[config.mk]
export PLATFORM = sky130hd
export DESIGN_NAME = spi_wb_bridge
export DESIGN_NICKNAME = d
export VERILOG_FILES = /design/src/rtl/spi_wb_bridge.sv
export SDC_FILE = /design/constraint.sdc
export NUM_CORES = 1
export LEC_CHECK = 0
export ABC_AREA = 0
export CORE_AREA = 5 5 91 93
export CTS_BUF_LIST = sky130_fd_sc_hd__clkbuf_16
export CTS_CLUSTER_SIZE = 40
export DETAILED_ROUTE_END_ITERATION = 16
export DIE_AREA = 0 0 96 98
export PLACE_DENSITY = 0.88
export SLEW_MARGIN = 30
export SYNTH_ARGS = -nofsm -noshare
export SYNTH_HDL_FRONTEND = slang
export SYNTH_SLANG_ARGS = --single-unit
[constraint.sdc]
create_clock -name clk -period 2.7 [get_ports clk]
set_input_delay 0.54 -clock clk [delete_from_list [all_inputs] [get_ports clk]]
set_output_delay 0.54 -clock clk [all_outputs]
set_load 0.01 [all_outputs]
[src/rtl/spi_wb_bridge.sv]
// SPI mode-0 slave to 8-bit Wishbone master bridge; all logic runs on clk with oversampled SPI pins.
// Frames are CMD, ADDR, (TURN for reads), then DATA bytes; each byte drives at most one bus cycle.
module spi_wb_bridge #(
    parameter int TIMEOUT = 255
) (
    input  logic       clk,
    input  logic       rst,
    input  logic       spi_sclk,
    input  logic       spi_cs_n,
    input  logic       spi_mosi,
    output logic       spi_miso,
    output logic       spi_miso_oe,
    output logic [7:0] wb_adr_o,
    output logic [7:0] wb_dat_o,
    input  logic [7:0] wb_dat_i,
    output logic       wb_we_o,
    output logic       wb_cyc_o,
    output logic       wb_stb_o,
    input  logic       wb_ack_i,
    output logic       err_o
);

    typedef enum logic [2:0] {F_IDLE, F_CMD, F_ADDR, F_TURN, F_DATA} frame_t;
    typedef enum logic {B_IDLE, B_BUSY} bus_t;

    localparam logic [7:0] TMO_LAST = 8'(TIMEOUT - 1);

    logic       sclk_p0, sclk_p1, sclk_p2;
    logic       cs_p0, cs_p1, cs_p2;
    logic       mosi_p0, mosi_p1;

    frame_t     frame_st;
    logic [2:0] bit_cnt;
    logic [6:0] rx_sr;
    logic       cmd_we, cmd_inc;
    logic [7:0] addr_reg;
    logic [7:0] tx_sr;
    logic       tx_wait;

    bus_t       bus_st;
    logic [7:0] tmo_cnt;
    logic       bus_inc;
    logic [7:0] rd_data;

    logic       sclk_rise, sclk_fall, byte_done;
    logic [7:0] rx_byte, rd_result;
    logic       launch_req, launch_we;
    logic [7:0] launch_adr, launch_dat;
    logic       bus_busy, bus_tmo, bus_done, rd_done, wr_inc_done;
    logic       turn_late, tx_late, frame_err;

    // Synchronizer stages p0/p1, edge-detect history p2
    always_ff @(posedge clk or negedge rst) begin
        if (!rst) begin
            sclk_p0 <= 1'b0;
            sclk_p1 <= 1'b0;
            sclk_p2 <= 1'b0;
            cs_p0   <= 1'b1;
            cs_p1   <= 1'b1;
            cs_p2   <= 1'b1;
            mosi_p0 <= 1'b0;
            mosi_p1 <= 1'b0;
        end else begin
            sclk_p0 <= spi_sclk;
            sclk_p1 <= sclk_p0;
            sclk_p2 <= sclk_p1;
            cs_p0   <= spi_cs_n;
            cs_p1   <= cs_p0;
            cs_p2   <= cs_p1;
            mosi_p0 <= spi_mosi;
            mosi_p1 <= mosi_p0;
        end
    end

    always_comb begin
        sclk_rise   = sclk_p1 & ~sclk_p2;
        sclk_fall   = ~sclk_p1 & sclk_p2;
        rx_byte     = {rx_sr, mosi_p1};
        byte_done   = ~cs_p1 & ~cs_p2 & sclk_rise & (frame_st != F_IDLE) & (bit_cnt == 3'd7);
        bus_busy    = (bus_st == B_BUSY);
        bus_tmo     = bus_busy & ~wb_ack_i & (tmo_cnt == TMO_LAST);
        bus_done    = bus_busy & (wb_ack_i | bus_tmo);
        rd_done     = bus_done & ~wb_we_o;
        wr_inc_done = bus_done & wb_we_o & bus_inc;
        rd_result   = wb_ack_i ? wb_dat_i : 8'hFF;

        launch_req = 1'b0;
        launch_we  = 1'b0;
        launch_adr = addr_reg;
        launch_dat = wb_dat_o;
        if (byte_done) begin
            case (frame_st)
                F_ADDR: if (!cmd_we) begin
                    launch_req = 1'b1;
                    launch_adr = rx_byte;
                end
                F_DATA: if (cmd_we) begin
                    launch_req = 1'b1;
                    launch_we  = 1'b1;
                    launch_dat = rx_byte;
                end else if (cmd_inc) begin
                    launch_req = 1'b1;
                    launch_adr = addr_reg + 8'd1;
                end
                default: ;
            endcase
        end

        // A prefetched byte that is still outstanding when its first bit is sampled goes out as 0xFF
        turn_late = byte_done & (frame_st == F_TURN) & bus_busy & ~wb_we_o;
        tx_late   = tx_wait & ~rd_done & sclk_rise & ~cs_p1 & (frame_st == F_DATA) & (bit_cnt == 3'd0);
        frame_err = (launch_req & bus_busy) | turn_late | tx_late;
    end

    // Frame FSM: byte assembly, command decode, TX shifting
    always_ff @(posedge clk or negedge rst) begin
        if (!rst) begin
            frame_st    <= F_IDLE;
            bit_cnt     <= 3'd0;
            rx_sr       <= 7'd0;
            cmd_we      <= 1'b0;
            cmd_inc     <= 1'b0;
            addr_reg    <= 8'h00;
            tx_sr       <= 8'h00;
            tx_wait     <= 1'b0;
            spi_miso    <= 1'b0;
            spi_miso_oe <= 1'b0;
        end else begin
            spi_miso_oe <= ~cs_p1;
            spi_miso    <= (frame_st == F_DATA && !cs_p1) ? tx_sr[7] : 1'b0;
            if (wr_inc_done)
                addr_reg <= addr_reg + 8'd1;
            if (rd_done && tx_wait) begin
                tx_sr   <= rd_result;
                tx_wait <= 1'b0;
            end
            if (cs_p1) begin
                frame_st <= F_IDLE;
                bit_cnt  <= 3'd0;
                tx_wait  <= 1'b0;
            end else if (cs_p2) begin
                frame_st <= F_CMD;
                bit_cnt  <= 3'd0;
            end else if (frame_st != F_IDLE) begin
                if (sclk_rise) begin
                    rx_sr   <= rx_byte[6:0];
                    bit_cnt <= bit_cnt + 3'd1;
                    if (tx_late) begin
                        tx_sr   <= 8'hFF;
                        tx_wait <= 1'b0;
                    end
                    if (byte_done) begin
                        case (frame_st)
                            F_CMD: begin
                                cmd_we   <= rx_byte[7];
                                cmd_inc  <= rx_byte[0];
                                frame_st <= F_ADDR;
                            end
                            F_ADDR: begin
                                addr_reg <= rx_byte;
                                frame_st <= rx_byte[7] ? F_DATA : F_DATA;
                                if (!cmd_we)
                                    frame_st <= F_TURN;
                            end
                            F_TURN: begin
                                tx_sr    <= turn_late ? 8'hFF : rd_data;
                                frame_st <= F_DATA;
                            end
                            F_DATA: if (!cmd_we) begin
                                if (cmd_inc) begin
                                    addr_reg <= addr_reg + 8'd1;
                                    tx_wait  <= 1'b1;
                                    tx_sr    <= 8'h00;
                                end else begin
                                    tx_sr <= rd_data;
                                end
                            end
                            default: ;
                        endcase
                    end
                end else if (sclk_fall && frame_st == F_DATA && bit_cnt != 3'd0) begin
                    // The falling edge right after a byte boundary keeps the freshly loaded MSB
                    tx_sr <= {tx_sr[6:0], 1'b0};
                end
            end
        end
    end

    // Bus FSM: one Wishbone cycle at a time with ack timeout
    always_ff @(posedge clk or negedge rst) begin
        if (!rst) begin
            bus_st   <= B_IDLE;
            tmo_cnt  <= 8'd0;
            bus_inc  <= 1'b0;
            rd_data  <= 8'h00;
            wb_adr_o <= 8'h00;
            wb_dat_o <= 8'h00;
            wb_we_o  <= 1'b0;
            wb_cyc_o <= 1'b0;
            wb_stb_o <= 1'b0;
            err_o    <= 1'b0;
        end else begin
            err_o <= bus_tmo | frame_err;
            case (bus_st)
                B_IDLE: if (launch_req) begin
                    wb_adr_o <= launch_adr;
                    wb_dat_o <= launch_dat;
                    wb_we_o  <= launch_we;
                    wb_cyc_o <= 1'b1;
                    wb_stb_o <= 1'b1;
                    bus_inc  <= cmd_inc;
                    tmo_cnt  <= 8'd0;
                    bus_st   <= B_BUSY;
                end
                B_BUSY: if (bus_done) begin
                    wb_cyc_o <= 1'b0;
                    wb_stb_o <= 1'b0;
                    bus_st   <= B_IDLE;
                    if (!wb_we_o)
                        rd_data <= rd_result;
                end else begin
                    tmo_cnt <= tmo_cnt + 8'd1;
                end
                default: bus_st <= B_IDLE;
            endcase
        end
    end

endmodule

# Word-level counts from Yosys, hierarchy flattened
# Cells that the tools add are included.
# W data, S select, Z words.
totals:
  wordCells: 159
  regBits: 79
  out_inout_bits: 22
  input_bits: 14
op_classes:
  reduce_logical: 21
  add_sub_neg: 3
  eq_ne: 9
  muxes: 66
  bitwise: 33
op_table:
  columns: ["op", "count"]
  rows:
  - ["$mux W8", 26]
  - ["$pmux W8 S2", 4]
  - ["$mux W3", 10]
  - ["$mux W1", 22]
  - ["$and A1 B1 Y1", 21]
  - ["$add A8 B1 Y8 const B", 2]
  - ["$reduce_bool A3 Y1", 5]
  - ["$pmux W3 S3", 1]
  - ["$eq A8 B8 Y1 const B", 1]
  - ["$not A1 Y1", 8]
  - ["$reduce_and A2 Y1", 4]
  - ["$reduce_and A4 Y1", 2]
  - ["$eq A3 B2 Y1 const B", 2]
  - ["$eq A3 B3 Y1 const B", 2]
  - ["$pmux W1 S2", 3]
  - ["$reduce_and A6 Y1", 1]
  - ["$reduce_and A5 Y1", 1]
  - ["$reduce_bool A5 Y1", 1]
  - ["$logic_and A1 B1 Y1", 4]
  - ["$ne A2 B2 Y1 const B", 2]
  - ["$or A1 B1 Y1", 4]
  - ["$add A3 B1 Y3 const B", 1]
  - ["$eq A3 B1 Y1 const B", 1]
  - ["$logic_not A3 Y1", 1]
  - ["other kinds (3)", 3]

# Longest topological paths before layout
# Gate-level depths: netlist of the first run.
depth:
  ltp_word: 21
  ltp_mapped: 9
  mapped_depth_nobuf: 7

# Worst setup path after synthesis of the first run
# No wires, ideal clock.
synth_path:
  path_type: "register to register"
  startpoint: "register bit_cnt[0]"
  endpoint: "register bus_inc"
  n_path_buf: 1
  setup_slack_ps: 440
  arrival_time_ps: 2135
  setup_time_ps: 125
  stages_incl_launch_ff: 8
  synth_period_minus_slack_ps: 2260
  required_time_ps: 2575
  cell_sequence: "dfrtp_1 -> ha_1 -> ha_1 -> nor3b_1 -> nand3_1 -> nor4_2 -> buf_2 -> mux2_2"
synth_between:
  elab_chain_cells: 4
synth_lines:
  columns: ["item", "line", "rtl"]
  rows:
  - ["start: declaration", "33", "logic [2:0] bit_cnt;"]
  - ["start signal: assignment", "147", "bit_cnt <= bit_cnt + 3'd1;"]
  - ["$eq A3 B3 Y1", "79", "byte_done = ~cs_p1 & ~cs_p2 & sclk_rise & (frame_st != F_IDLE) & (bit_cnt == 3'd7);"]
  - ["$and A1 B1 Y1", "79", null]
  - ["$mux W1", "91", "if (byte_done) begin"]
  - ["$reduce_and A2 Y1 (no source line)", null, null]
  - ["end signal: assignment", "211", "bus_inc <= cmd_inc;"]
  - ["end: declaration", "42", "logic bus_inc;"]
# No other way between the ends.
# A chain may end at the register's enable or synchronous reset.

# Worst setup path after layout of the first run
layout_path:
  startpoint: "register bit_cnt[0]"
  endpoint: "register tx_sr[1]"
layout_between:
  elab_chain_cells: 12
  elab_cells_between_ends: 19
  classes_between: "1 x eq/ne; 10 x mux; 5 x bitwise; 3 x reduce/logical"
layout_lines:
  columns: ["item", "line", "rtl"]
  rows:
  - ["$eq A3 B3 Y1", "79", null]
  - ["$and A1 B1 Y1", "79", null]
  - ["$and A1 B1 Y1 (3 in a row)", "110", "turn_late = byte_done & (frame_st == F_TURN) & bus_busy & ~wb_we_o;"]
  - ["$mux W8", "166", "tx_sr <= turn_late ? 8'hFF : rd_data;"]
  - ["$pmux W8 S2", "153", "case (frame_st)"]
  - ["$mux W8", "152", "if (byte_done) begin"]
  - ["$mux W8 *", "145", "if (sclk_rise) begin"]
  - ["$mux W8 *", "144", "end else if (frame_st != F_IDLE) begin"]
  - ["$mux W8 *", "141", "end else if (cs_p2) begin"]
  - ["$mux W8 *", "137", "if (cs_p1) begin"]
  - ["end signal: assignment", "134", "tx_sr <= rd_result;"]
  - ["end signal: assignment", "166", null]
  - ["end signal: assignment", "175", "tx_sr <= rd_data;"]
  - ["end: declaration", "37", "logic [7:0] tx_sr;"]
# Every way passes the cells marked *; elsewhere a longest branch is shown, timed or not.

==> results of run 1 <==
==> synthesized netlist by cell type (3+ instances only) <==
library cell,instances
mux2_2,22
nor2_1,27
o22ai_1,14
a32o_1,6
nand2_1,23
a22oi_1,8
clkbuf_1,18
nor3b_1,4
nand3_1,16
nand4_1,5
or3_1,14
a21oi_1,17
and3_1,4
xor2_1,4
mux2i_1,3
buf_2,5
nand2b_1,5
nor3_1,9
xnor2_1,6
or2_2,4
a31oi_1,4
and2_1,4
nor4_1,4
o31ai_1,5
ha_1,6
inv_1,13
o21ai_0,31
nor2b_1,4
dfrtp_1,76
o22a_1,7
dfstp_2,3
==> power by group through the flow <==
stage | clock network, mW | registers (mW) | logic [mW]
after global routing | 1.16 | 1.27 | 0.133
after CTS | 1.10 | 1.26 | 0.122
after global placement | 0 | 1.28 | 0.117
after floorplan | 0 | 1.27 | 0.0564
final | 1.10 | 1.26 | 0.120
after detailed placement | 0 | 1.28 | 0.121
==> final cells by class <==
class | count | area [sq um] | share of cell area (%)
repair buffers | 55 | 510 | 10.4
clock buffers | 9 | 225 | 4.57
clock inverters | 7 | 42.5 | 0.863
flip-flops and latches | 79 | 1980 | 40.2
well taps | 102 | 128 | 2.59
inverters | 13 | 48.8 | 0.990
multi-input cells | 294 | 1990 | 40.4
==> per-layer routing <==
layer,up-vias,GRT usage [%],wire length (um)
met1,1714,32.5,4270
met4,0,8.21,179
li1,1620,-,-
met3,21,4.70,663
met5,-,0,0
met2,147,32.9,4700
==> critical path: stages, from the launching register on <==
cell       delay, ns
dfrtp_1         0.39
ha_1            0.16
ha_1            0.19
or3b_2          0.48
a2111o_1        0.34
o2111a_2        0.24
a2111oi_2       0.37
o22ai_1         0.12
==> metrics by stage <==
step                cell area (sq um)  hold WS (ns)  power, mW  util (%)  setup WS (ns)
floorplan                        4110         0.244       1.33         -          0.440
global placement                 4660         0.332       1.40      62.6          0.352
detailed placement               4660         0.341       1.40      62.6          0.261
CTS                              4930         0.175       2.49      66.2          0.276
global route                     4930         0.196       2.56      66.2          0.107
finish                           4930         0.155       2.48      66.2          0.277
==> worst max-delay path by stage <==
stage / start / slack, ns / endpoint
after floorplan: bit_cnt[0] / 0.44 / bus_inc
after global placement: wb_ack_i / 0.35 / tx_sr[1]
after detailed placement: wb_ack_i / 0.26 / tx_sr[1]
after CTS: bit_cnt[0] / 0.28 / tx_sr[1]
after global routing: bit_cnt[0] / 0.11 / tx_sr[1]
final: bit_cnt[0] / 0.28 / tx_sr[1]
==> kinds of logic (layout without fill, tap and decap cells) <==
family          after synthesis  count (layout)
mux                          25              25
buf+inv                      37              84
fa+ha+maj                     6               6
simple gates                137             137
flops                        79              79
compound gates              116             116
xor+xnor                     10              10
==> results.json, run 1 <==
{
  "synth-seq-cells": 79,
  "grt_pass1_wl_mm": 16.9,
  "drive_gt1_share_pct": 16.2,
  "rows": 32,
  "synth_compound_area_share_pct": 19.2,
  "final_cell_mix": "dfrtp_1 (76), clkdlybuf4s50_1 (34), o21ai_0 (31)",
  "dp.cells": 543,
  "r2r_cells": 7,
  "r2r-start": "bit_cnt[0]",
  "io_pins": 36,
  "synth_async_sr_flop_share_pct": 100,
  "rsz0062_at_grt": "false",
  "dieArea_sq_um": 9410,
  "synth_top_family_by_area": "compound AO/OA/AOI/OAI gates",
  "die_x_um": 96,
  "worstSetupStartpointType": "flip-flop",
  "synth-main-ff-cell": "dfrtp_1",
  "place.gp.congestion": 0.932,
  "final_antenna_net_count": 0,
  "combPwrFrac_pct": 4.8,
  "hold_path.class": "in -> async",
  "core_area_sq_um": 7450,
  "fin_crit_ns": 2.42,
  "power_switching_share_pct": 23.6,
  "synth_warnings": 0,
  "maxCapViolations": 0,
  "fmax_mhz": 413,
  "status": "finished clean",
  "layout_commonest_cell": "dfrtp_1",
  "synth_fa_ha_area_share_pct": 1.83,
  "syn_area_per_cell_sq_um": 10.0,
  "drt-pass1-iter-count": 5,
  "timing.setup.tns_ns": 0,
  "crit_arrival_ns": 2.63,
  "r2r_slack_ns": 0.28,
  "hpwl_mm": 6.77,
  "p_leak_nw": 2.01,
  "synth_nets": 430,
  "start_util_pct": 55.2,
  "crit_fanout": 8,
  "synth-seq-area-share_pct": 48.2,
  "hold_viol_final": 0,
  "yosys.area.top_type": "dfrtp_1",
  "syn2layout_area_growth_pct": 19.8,
  "power_frac_seq_pct": 50.9,
  "fill_cells": 568,
  "cts-htree-levels": 3,
  "cts_made_buffers": 9,
  "synth_top_area_share_pct": 46.2,
  "ctsResizeCount": 0,
  "fin_crit_sh_pct": 89.7,
  "fin_skew_ns": 0.00758,
  "max_slew_margin_pct": 53.4,
  "die_h_um": 98,
  "clock-sinks": 79,
  "tightest_slew_ns": 0.699,
  "syn_inst": 410,
  "synth-simple-area-share_pct": 18.3,
  "io_buffers": 35,
  "crit_required_ns": 2.91,
  "postCtsHoldBufs": 0,
  "gr-total-overflow": 0,
  "layout.nets": 472,
  "grt.total_usage_pct": 22.4,
  "stdcell_count": 559,
  "switchingPower_uw": 584,
  "clk_pin_slew_ns": 0.06,
  "clk_latency_ns": 0.34,
  "num_vias": 3502,
  "synth_xor_area_share_pct": 2.13,
  "wl_per_cell_um": 17.6,
  "grt_max_degree": 44,
  "finalMaxSlewViolations": 0,
  "p_per_area_nw_per_um2": 503,
  "cts_tree": "done",
  "setup_violations": 0,
  "synth_cell_types": 60,
  "antenna_found_initial": 0,
  "vdd_drop_max_uv": 437,
  "root_buffer": "clkbuf_16",
  "synth_mux_area_share_pct": 6.75,
  "drcViolationCount": 0,
  "drtIter0Drc": 296,
  "synthesis.area_sq_um": 4110,
  "n_antenna_cell": 0,
  "postCtsSetupBuffers": 0,
  "wirelength_mm": 9.81,
  "intPower_mw": 1.89,
  "viasPerCell": 6.26,
  "worst-setup-path-type": "reg -> reg",
  "r2r_end": "tx_sr[1]",
  "p_clk_share_pct": 44.2,
  "end_kind": "flip-flop",
  "cts_buffer_depth": 2,
  "synth_edf_count": 0,
  "grt_pass1_vias": 3426,
  "synthTopCellsByArea": "dfrtp_1 (46%), mux2_2 (6.0%), o21ai_0 (3.8%), nor2_1 (2.5%), o22ai_1 (2.1%)"
}
(Power assumes the default switching activity.)
==> inputs of run 2 (changes only) <==
==> constraint.sdc (replaced) <==
create_clock -name clk -period 2.7 [get_ports clk]
set_input_delay 0.54 -clock clk [delete_from_list [all_inputs] [get_ports clk]]
set_output_delay 0.54 -clock clk [all_outputs]
set_load 0.05 [all_outputs]
==> results of run 2 <==
Same layout as run 1 (identical final DEF). Status: finished clean.
Among the figures that moved: total power 2.48 mW -> 2.49 mW
==> inputs of run 3 (changes only) <==
CTS_CLUSTER_DIAMETER = 30   (was default)
HOLD_SLACK_MARGIN = 0.03   (was default)
==> results of run 3 <==
Same layout as run 1 (identical final DEF). Status: finished clean.
Among the figures that moved: total power 2.48 mW -> 2.49 mW
